## src/rtl/mc_ctrl_pkg.sv

```systemverilog
// Shared encodings for the multicycle MIPS controller: state enum, opcodes
// and the datapath mux select values.
package mc_ctrl_pkg;

  typedef enum logic [3:0] {
    FETCH,
    DECODE,
    MEMADR,
    LBRD,
    LBWR,
    SBWR,
    RTYPEEX,
    RTYPEWR,
    BEQEX,
    JEX,
    ADDIWR
  } state_t;

  localparam logic [5:0] OP_RTYPE = 6'b000000;
  localparam logic [5:0] OP_J     = 6'b000010;
  localparam logic [5:0] OP_BEQ   = 6'b000100;
  localparam logic [5:0] OP_BNE   = 6'b000101;
  localparam logic [5:0] OP_ADDI  = 6'b001000;
  localparam logic [5:0] OP_LB    = 6'b100000;
  localparam logic [5:0] OP_SB    = 6'b101000;

  localparam logic [1:0] SRCB_REGB   = 2'b00;
  localparam logic [1:0] SRCB_ONE    = 2'b01;
  localparam logic [1:0] SRCB_IMM    = 2'b10;
  localparam logic [1:0] SRCB_IMMSH2 = 2'b11;

  localparam logic [1:0] ALU_ADD   = 2'b00;
  localparam logic [1:0] ALU_SUB   = 2'b01;
  localparam logic [1:0] ALU_FUNCT = 2'b10;

  localparam logic [1:0] PC_ALU    = 2'b00;
  localparam logic [1:0] PC_ALUOUT = 2'b01;
  localparam logic [1:0] PC_JUMP   = 2'b10;

endpackage

```

## src/rtl/mc_fetch_seq.sv

```systemverilog
// Instruction fetch beat counter with one-hot instruction-register byte enable.
// The beat only advances on accepted beats and wraps after the last one.
module mc_fetch_seq #(
  parameter int INSTR_BYTES = 4,
  parameter int BEAT_W      = (INSTR_BYTES > 1) ? $clog2(INSTR_BYTES) : 1
) (
  input  logic                   clk,
  input  logic                   rst,
  input  logic                   en,
  input  logic                   mem_ready,
  output logic                   last_beat,
  output logic [INSTR_BYTES-1:0] irwrite
);

  localparam logic [BEAT_W-1:0] LAST = BEAT_W'(INSTR_BYTES - 1);

  logic [BEAT_W-1:0] beat;
  logic              accept;

  assign accept    = en && mem_ready;
  assign last_beat = (beat == LAST);
  assign irwrite   = accept ? (INSTR_BYTES'(1) << beat) : '0;

  // Wrapping on the last beat keeps the counter at 0 whenever FETCH is left.
  always_ff @(posedge clk) begin
    if (rst)
      beat <= '0;
    else if (accept)
      beat <= last_beat ? '0 : beat + 1'b1;
  end

endmodule

```

## src/rtl/mc_controller.sv

```systemverilog
// Parametrised multicycle MIPS control FSM with memory-ready stalls.
// Optional BNE support is enabled by defining MC_BNE_EN.
module mc_controller
  import mc_ctrl_pkg::*;
#(
  parameter int INSTR_BYTES = 4
) (
  input  logic                   clk,
  input  logic                   rst,
  input  logic [5:0]             op,
  input  logic                   zero,
  input  logic                   mem_ready,
  output logic                   memread,
  output logic                   memwrite,
  output logic                   iord,
  output logic [INSTR_BYTES-1:0] irwrite,
  output logic                   alusrca,
  output logic [1:0]             alusrcb,
  output logic [1:0]             aluop,
  output logic [1:0]             pcsource,
  output logic                   pcwrite,
  output logic                   branch,
  output logic                   pcen,
  output logic                   regwrite,
  output logic                   regdst,
  output logic                   memtoreg,
  output logic                   illegal_op
);

  localparam int BEAT_W = (INSTR_BYTES > 1) ? $clog2(INSTR_BYTES) : 1;

  state_t                 state, state_n;
  logic                   fetch_en;
  logic                   last_beat;
  logic                   taken;
  logic [INSTR_BYTES-1:0] irw_seq;

  assign fetch_en = (state == FETCH);

  mc_fetch_seq #(
    .INSTR_BYTES(INSTR_BYTES),
    .BEAT_W     (BEAT_W)
  ) u_fetch (
    .clk      (clk),
    .rst      (rst),
    .en       (fetch_en),
    .mem_ready(mem_ready),
    .last_beat(last_beat),
    .irwrite  (irw_seq)
  );

`ifdef MC_BNE_EN
  logic bne_q;

  // Remember whether the decoded branch is BNE so BEQEX can invert the test.
  always_ff @(posedge clk) begin
    if (rst)
      bne_q <= 1'b0;
    else if (state == DECODE)
      bne_q <= (op == OP_BNE);
  end

  assign taken = zero ^ bne_q;
`else
  assign taken = zero;
`endif

  always_ff @(posedge clk) begin
    if (rst)
      state <= FETCH;
    else
      state <= state_n;
  end

  always_comb begin
    state_n    = state;
    memread    = 1'b0;
    memwrite   = 1'b0;
    iord       = 1'b0;
    irwrite    = '0;
    alusrca    = 1'b0;
    alusrcb    = SRCB_REGB;
    aluop      = ALU_ADD;
    pcsource   = PC_ALU;
    pcwrite    = 1'b0;
    branch     = 1'b0;
    pcen       = 1'b0;
    regwrite   = 1'b0;
    regdst     = 1'b0;
    memtoreg   = 1'b0;
    illegal_op = 1'b0;

    case (state)
      FETCH: begin
        memread = 1'b1;
        alusrcb = SRCB_ONE;
        if (mem_ready) begin
          irwrite = irw_seq;
          pcwrite = 1'b1;
          if (last_beat)
            state_n = DECODE;
        end
      end
      DECODE: begin
        alusrcb = SRCB_IMMSH2;
        case (op)
          OP_LB, OP_SB, OP_ADDI: state_n = MEMADR;
          OP_RTYPE:              state_n = RTYPEEX;
          OP_BEQ:                state_n = BEQEX;
`ifdef MC_BNE_EN
          OP_BNE:                state_n = BEQEX;
`endif
          OP_J:                  state_n = JEX;
          default: begin
            illegal_op = 1'b1;
            state_n    = FETCH;
          end
        endcase
      end
      MEMADR: begin
        alusrca = 1'b1;
        alusrcb = SRCB_IMM;
        case (op)
          OP_LB:   state_n = LBRD;
          OP_SB:   state_n = SBWR;
          OP_ADDI: state_n = ADDIWR;
          default: state_n = FETCH;
        endcase
      end
      LBRD: begin
        memread = 1'b1;
        iord    = 1'b1;
        if (mem_ready)
          state_n = LBWR;
      end
      LBWR: begin
        regwrite = 1'b1;
        memtoreg = 1'b1;
        state_n  = FETCH;
      end
      SBWR: begin
        memwrite = 1'b1;
        iord     = 1'b1;
        if (mem_ready)
          state_n = FETCH;
      end
      RTYPEEX: begin
        alusrca = 1'b1;
        aluop   = ALU_FUNCT;
        state_n = RTYPEWR;
      end
      RTYPEWR: begin
        regwrite = 1'b1;
        regdst   = 1'b1;
        state_n  = FETCH;
      end
      ADDIWR: begin
        regwrite = 1'b1;
        state_n  = FETCH;
      end
      BEQEX: begin
        alusrca  = 1'b1;
        aluop    = ALU_SUB;
        branch   = 1'b1;
        pcsource = PC_ALUOUT;
        state_n  = FETCH;
      end
      JEX: begin
        pcwrite  = 1'b1;
        pcsource = PC_JUMP;
        state_n  = FETCH;
      end
      default: state_n = FETCH;
    endcase

    pcen = pcwrite | (branch & taken);

    // Reset silences every output, even mid-instruction.
    if (rst) begin
      memread    = 1'b0;
      memwrite   = 1'b0;
      iord       = 1'b0;
      irwrite    = '0;
      alusrca    = 1'b0;
      alusrcb    = '0;
      aluop      = '0;
      pcsource   = '0;
      pcwrite    = 1'b0;
      branch     = 1'b0;
      pcen       = 1'b0;
      regwrite   = 1'b0;
      regdst     = 1'b0;
      memtoreg   = 1'b0;
      illegal_op = 1'b0;
    end
  end

endmodule
```

## config.mk

```make
export PLATFORM = sky130hd
export DESIGN_NAME = mc_controller
export DESIGN_NICKNAME = d
export VERILOG_FILES = /design/src/rtl/mc_ctrl_pkg.sv /design/src/rtl/mc_fetch_seq.sv /design/src/rtl/mc_controller.sv
export SDC_FILE = /design/constraint.sdc
export NUM_CORES = 1
export LEC_CHECK = 0
export ABC_AREA = 1
export CORE_UTILIZATION = 40
export DETAILED_ROUTE_END_ITERATION = 8
export GPL_TIMING_DRIVEN = 0
export HOLD_SLACK_MARGIN = 0.1
export PLACE_DENSITY_LB_ADDON = 0.15
export RECOVER_POWER = 25
export SETUP_SLACK_MARGIN = 0.5
export SLEW_MARGIN = 40
export SYNTH_ARGS = -nofsm -noshare
export SYNTH_HDL_FRONTEND = slang
export SYNTH_HIERARCHICAL = 1
export SYNTH_SLANG_ARGS = --single-unit
```

## constraint.sdc

```tcl
create_clock -name clk -period 1.4 [get_ports clk]
set_clock_uncertainty 0.1 [all_clocks]
set_input_delay 0.28 -clock clk [delete_from_list [all_inputs] [get_ports clk]]
set_output_delay 0.28 -clock clk [all_outputs]
set_load 0.01 [all_outputs]
```

# Word-level counts from Yosys, hierarchy flattened
# Index checks and enable logic that the tools add are counted.
# op_classes
n_addsub	1
div	0
mul	0
n_bitwise	2
reduce_logical	10
n_lt_le_gt_ge	0
n_shift	1
eq_ne	20
n_mux	41
# op_table
op	count
4-bit two-way mux	8
4-bit one-hot mux with 6 select lines	1
1-bit two-way mux	22
4-bit by 3-bit == test with 1-bit output, second input constant	4
4-bit one-hot mux with 4 select lines	1
4-bit == test, second input constant	3
6-bit == test, second input constant	2
4-bit one-hot mux with 3 select lines	1
3-bit OR reduction	3
4-bit by 2-bit == test with 1-bit output, second input constant	2
2-bit two-way mux	4
2-bit inequality test, second input constant	4
2-bit one-hot mux with 2 select lines	2
6-bit by 2-bit == test with 1-bit output, second input constant	1
6-bit by 3-bit == test with 1-bit output, second input constant	1
6-bit by 4-bit == test with 1-bit output, second input constant	1
6-bit logical NOT	1
2-bit one-hot mux with 3 select lines	1
6-bit OR reduction	1
4-bit by 1-bit == test with 1-bit output, second input constant	1
4-bit logical NOT	1
4-bit AND reduction	1
2-bit OR reduction	2
1-bit by 2-bit left shift with 4-bit output, first input constant	1
6 further kinds	6
# word_totals
mem_count	0
romBits	0
ram_bits	0
word_cells	77
latchBits	0
regBits	6
input_bits	10

# Longest topological paths before layout
# logic_depth
ltp_word	6
depth_mapped	9
ltp_nobuf	9

# Cells and area by module
# The synthesis kept the hierarchy.
# modules_own_cells
mod	n_inst	area_each_um2	seq_area_each_um2	cells_each
mc_controller	1	646.9	80.1	121
mc_fetch_seq	1	191.4	40.0	28

# Worst setup path after synthesis
# No wires, ideal clock.
# synth_timing
kind	reg-to-output
startpoint	reg state[0]
endpoint	out irwrite[0]
path_stages_with_launch	8
arrival_time_ps	1128
setup_slack_ps	-108
n_path_buf	0
required_time_ps	1020
cell_sequence	dfxtp_1 nor2_2 inv_1 nor2_4 nand2_2 nor2_1 inv_1 nor2_1
# synth_between
elab_chain_cells	6
# synth_lines
element	line	text
from (decl)	mc_controller.sv:32	state_t state, state_n;
from (signal assigned)	mc_controller.sv:72	state <= state_n;
4-bit logical NOT	mc_controller.sv:38	assign fetch_en = (state == FETCH);
via fetch_en	mc_controller.sv:33	logic fetch_en;
1-bit logical AND	mc_fetch_seq.sv:20	assign accept = en && mem_ready;
4-bit two-way mux	mc_fetch_seq.sv:22	assign irwrite = accept ? (INSTR_BYTES'(1) << beat) : '0;
via irw_seq[0]	mc_controller.sv:36	logic [INSTR_BYTES-1:0] irw_seq;
4-bit two-way mux	mc_controller.sv:97	if (mem_ready) begin
4-bit two-way mux	mc_controller.sv:93	case (state)
4-bit two-way mux	mc_controller.sv:179	if (rst) begin
to (decl)	mc_controller.sv:16	output logic [INSTR_BYTES-1:0] irwrite,
# The timed path passes the listed nets, and every way through them passes these cells.

# Worst setup path in the final report
# layout_timing
startpoint	reg state[3]
endpoint	out illegal_op
# layout_between
elab_chain_cells	3
# layout_lines
element	line	text
4-bit by 1-bit == test with 1-bit output	mc_controller.sv:93	
1-bit two-way mux	mc_controller.sv:93	
1-bit two-way mux	mc_controller.sv:179	
to (decl)	mc_controller.sv:27	output logic illegal_op
# Every way passes these cells.

==> results.json <==
{
  "cts_tree": "built",
  "totalPowerFinal_mw": 0.7427,
  "worst_setup_path_start_kind": "flip-flop",
  "reg2reg_depth": 11,
  "grt_pass1_wl_mm": 4.871,
  "slowest_stage": "dfxtp_4",
  "yosysWarnings": 6,
  "ant_nets": 0,
  "grt_max_degree": 11,
  "cts_root_buf": "clkbuf_4",
  "die-area_um2": 2283,
  "layout_common_cells": "21 x nand2_1, 19 x nor2_2, 19 x buf_6",
  "ir_drop_mv": 0.5246,
  "utilization": 0.8756,
  "synth-seq-cells": 6,
  "max_freq_ghz": 0.5036,
  "setup_viol": 24,
  "grt_use_met1": 0.3220,
  "hold_viol_final": 0,
  "min_period_over_period": 1.418,
  "finalWorstSetupSlack_ns": -0.5859,
  "fin_hold_ws_ns": 0.5148,
  "crit_required_ns": 1.02,
  "grt.busiest_layer": "met2",
  "area_growth_pct": 104.9,
  "n_antenna_cell": 0,
  "nets": 227,
  "synth_seq_area_share": 0.1433,
  "layout-drive-gt1-share": 0.6351,
  "coreArea_um2": 1962,
  "dieWidth_um": 47.78,
  "cp_cell_sequence": "buf_6 -> buf_12 -> nor2_4 -> nand2_4 -> nor4_4 -> buf_2",
  "cp-end-kind": "output pin",
  "clk_pin_slew_ns": 0.07,
  "port_buffers": 30,
  "crit_fanout": 4,
  "clk_path_buf_depth": 2,
  "clk_latency_ns": 0.28,
  "fillers": 94,
  "routedWlPerCell_um": 18.52,
  "use_met2": 0.5459,
  "first_iter_violations": 81,
  "power_frac_comb": 0.472,
  "antenna_found_initial": 0,
  "synth.distinct_cells": 24,
  "worstMarginPinSlew_ns": 0.3841,
  "cts_made_buffers": 3,
  "crit_type": "flip-flop to output pin",
  "syn-cell-area_um2": 838.3,
  "syn_inst": 149,
  "vias": 1367,
  "die_y_um": 47.78,
  "grt_setup_unrepaired": "true",
  "sequentialPowerShare": 0.252,
  "switchingPower_mw": 0.3196,
  "hold_depth": 5,
  "placementRows": 16,
  "p_sw_frac": 0.4304,
  "hold_path.class": "input pin to flip-flop",
  "via_per_inst": 5.744,
  "wl_mm": 4.408,
  "syn-num-nets": 164,
  "p_leak_nw": 0.7983,
  "power_per_cell_area_nw_per_um2": 432.3,
  "final_common_cell": "nand2_1",
  "status": "complete, but fails checks",
  "max_cap_viol_count": 0,
  "clkPwrFrac": 0.276,
  "initial_core_util": 0.4273,
  "met3_usage": 0.1019,
  "arrival_ns": 1.61,
  "drcViolationCount": 0,
  "fin_tns_setup_ns": -8.665,
  "dp_hpwl_mm": 1.900,
  "grt_pass1_vias": 1095,
  "internal-power_mw": 0.4230,
  "cts_sinks": 6,
  "grtUsageTotal": 0.3194,
  "place_congestion": 0.8550,
  "period_needed_ns": 1.986,
  "maxSlewHeadroom": 0.7439,
  "slowest_delay_ns": 0.36,
  "grt-ovfl-total": 0,
  "syn_area_per_cell_um2": 5.626,
  "violations": "negative setup slack",
  "drt_pass1_iterations": 5,
  "report.final.slew_viol_count": 0,
  "pin_count": 31,
  "cts_max_level": 1
}
## what timing repair did
| item | 4_1_cts | 5_1_grt |
|---|---|---|
| gates resized for setup | 137 | 17 |
| pin swaps | 26 | 25 |
| hold buffers | 0 | 0 |
| endpoints found under the setup margin | 27 | 27 |
| buffers inserted | 23 | 5 |
## path summary, 6_finish.rpt
kind / from / endpoint / slack, ns
max: state[3] / illegal_op / -0.59
min: op[3] / state[3] / 0.51
min reg2reg: u_fetch/beat[0] / u_fetch/beat[0] / 0.52
max reg2reg: state[3] / state[0] / -0.25
## cells in the mapped netlist, drive strengths merged
library cell / n / area (um2)
buf: 2 / 11.26
a21oi: 4 / 27.53
dfxtp: 6 / 120.1
ha: 5 / 62.56
nand4: 1 / 6.260
o32ai: 1 / 8.760
o21ai: 3 / 15.01
nand3b: 1 / 7.510
nor4: 1 / 6.260
nand3: 11 / 60.06
nor2: 43 / 201.4
nor3: 3 / 15.01
inv: 28 / 105.1
o31ai: 1 / 7.510
clkinv: 1 / 3.750
nand2: 38 / 180.2
## critical path, delay by kind of cell (launching register included)
family	cells	cell delay [ns]
and+or+nand+nor	3	0.50
buffers and inverters	3	0.46
DFF	1	0.36
## per-stage QoR
step | instances | cell area [um2] | setup slack [ns]
3_5_place_dp | 206 | 1341 | -1.013
4_1_cts | 233 | 1597 | -0.4396
3_3_place_gp | 206 | 1341 | -1.007
5_1_grt | 238 | 1718 | -0.6286
2_1_floorplan | 149 | 1007 | -0.006105
6_report | 238 | 1718 | -0.5859
## final cells by class
class	instances	area [um2]	area share
multi-input cells	112	880.8	0.5127
clock buffers	4	26.28	0.01529
flip-flops and latches	6	135.1	0.07866
well taps	27	33.78	0.01966
repair buffers	58	498.0	0.2899
inverters	29	121.4	0.07065
plain buffers	2	22.52	0.01311
## sequential cells by signal, indices dropped and copies added, names as in the netlist
signal        flops
state             4
u_fetch/beat      2
## layer usage
| layer | routed length (um) | vias to the layer above |
|---|---|---|
| li1 | - | 579 |
| met1 | 1510 | 631 |
| met5 | 0 | - |
| met2 | 2118 | 109 |
| met4 | 430 | 0 |
| met3 | 349 | 48 |
## power by group through the flow
stage                     clock, mW  sequential (mW)  combinational [mW]
after global routing          0.211            0.188               0.375
final                         0.205            0.187               0.350
after CTS                     0.191            0.187               0.284
after detailed placement          0            0.194               0.242
after global placement            0            0.193               0.237
after floorplan                   0            0.191               0.159
## cells by family (layout without fill, tap and decap cells)
kind of cell / Yosys count / after routing / synth area share
adders and majority gates: 5 / 5 / 0.07463
buffers and inverters: 31 / 93 / 0.1433
DFF: 6 / 6 / 0.1433
AOI/OAI and AO/OA: 9 / 9 / 0.07015
and+or+nand+nor: 98 / 98 / 0.5687
Note: power is estimated with default switching activity, not from simulation.
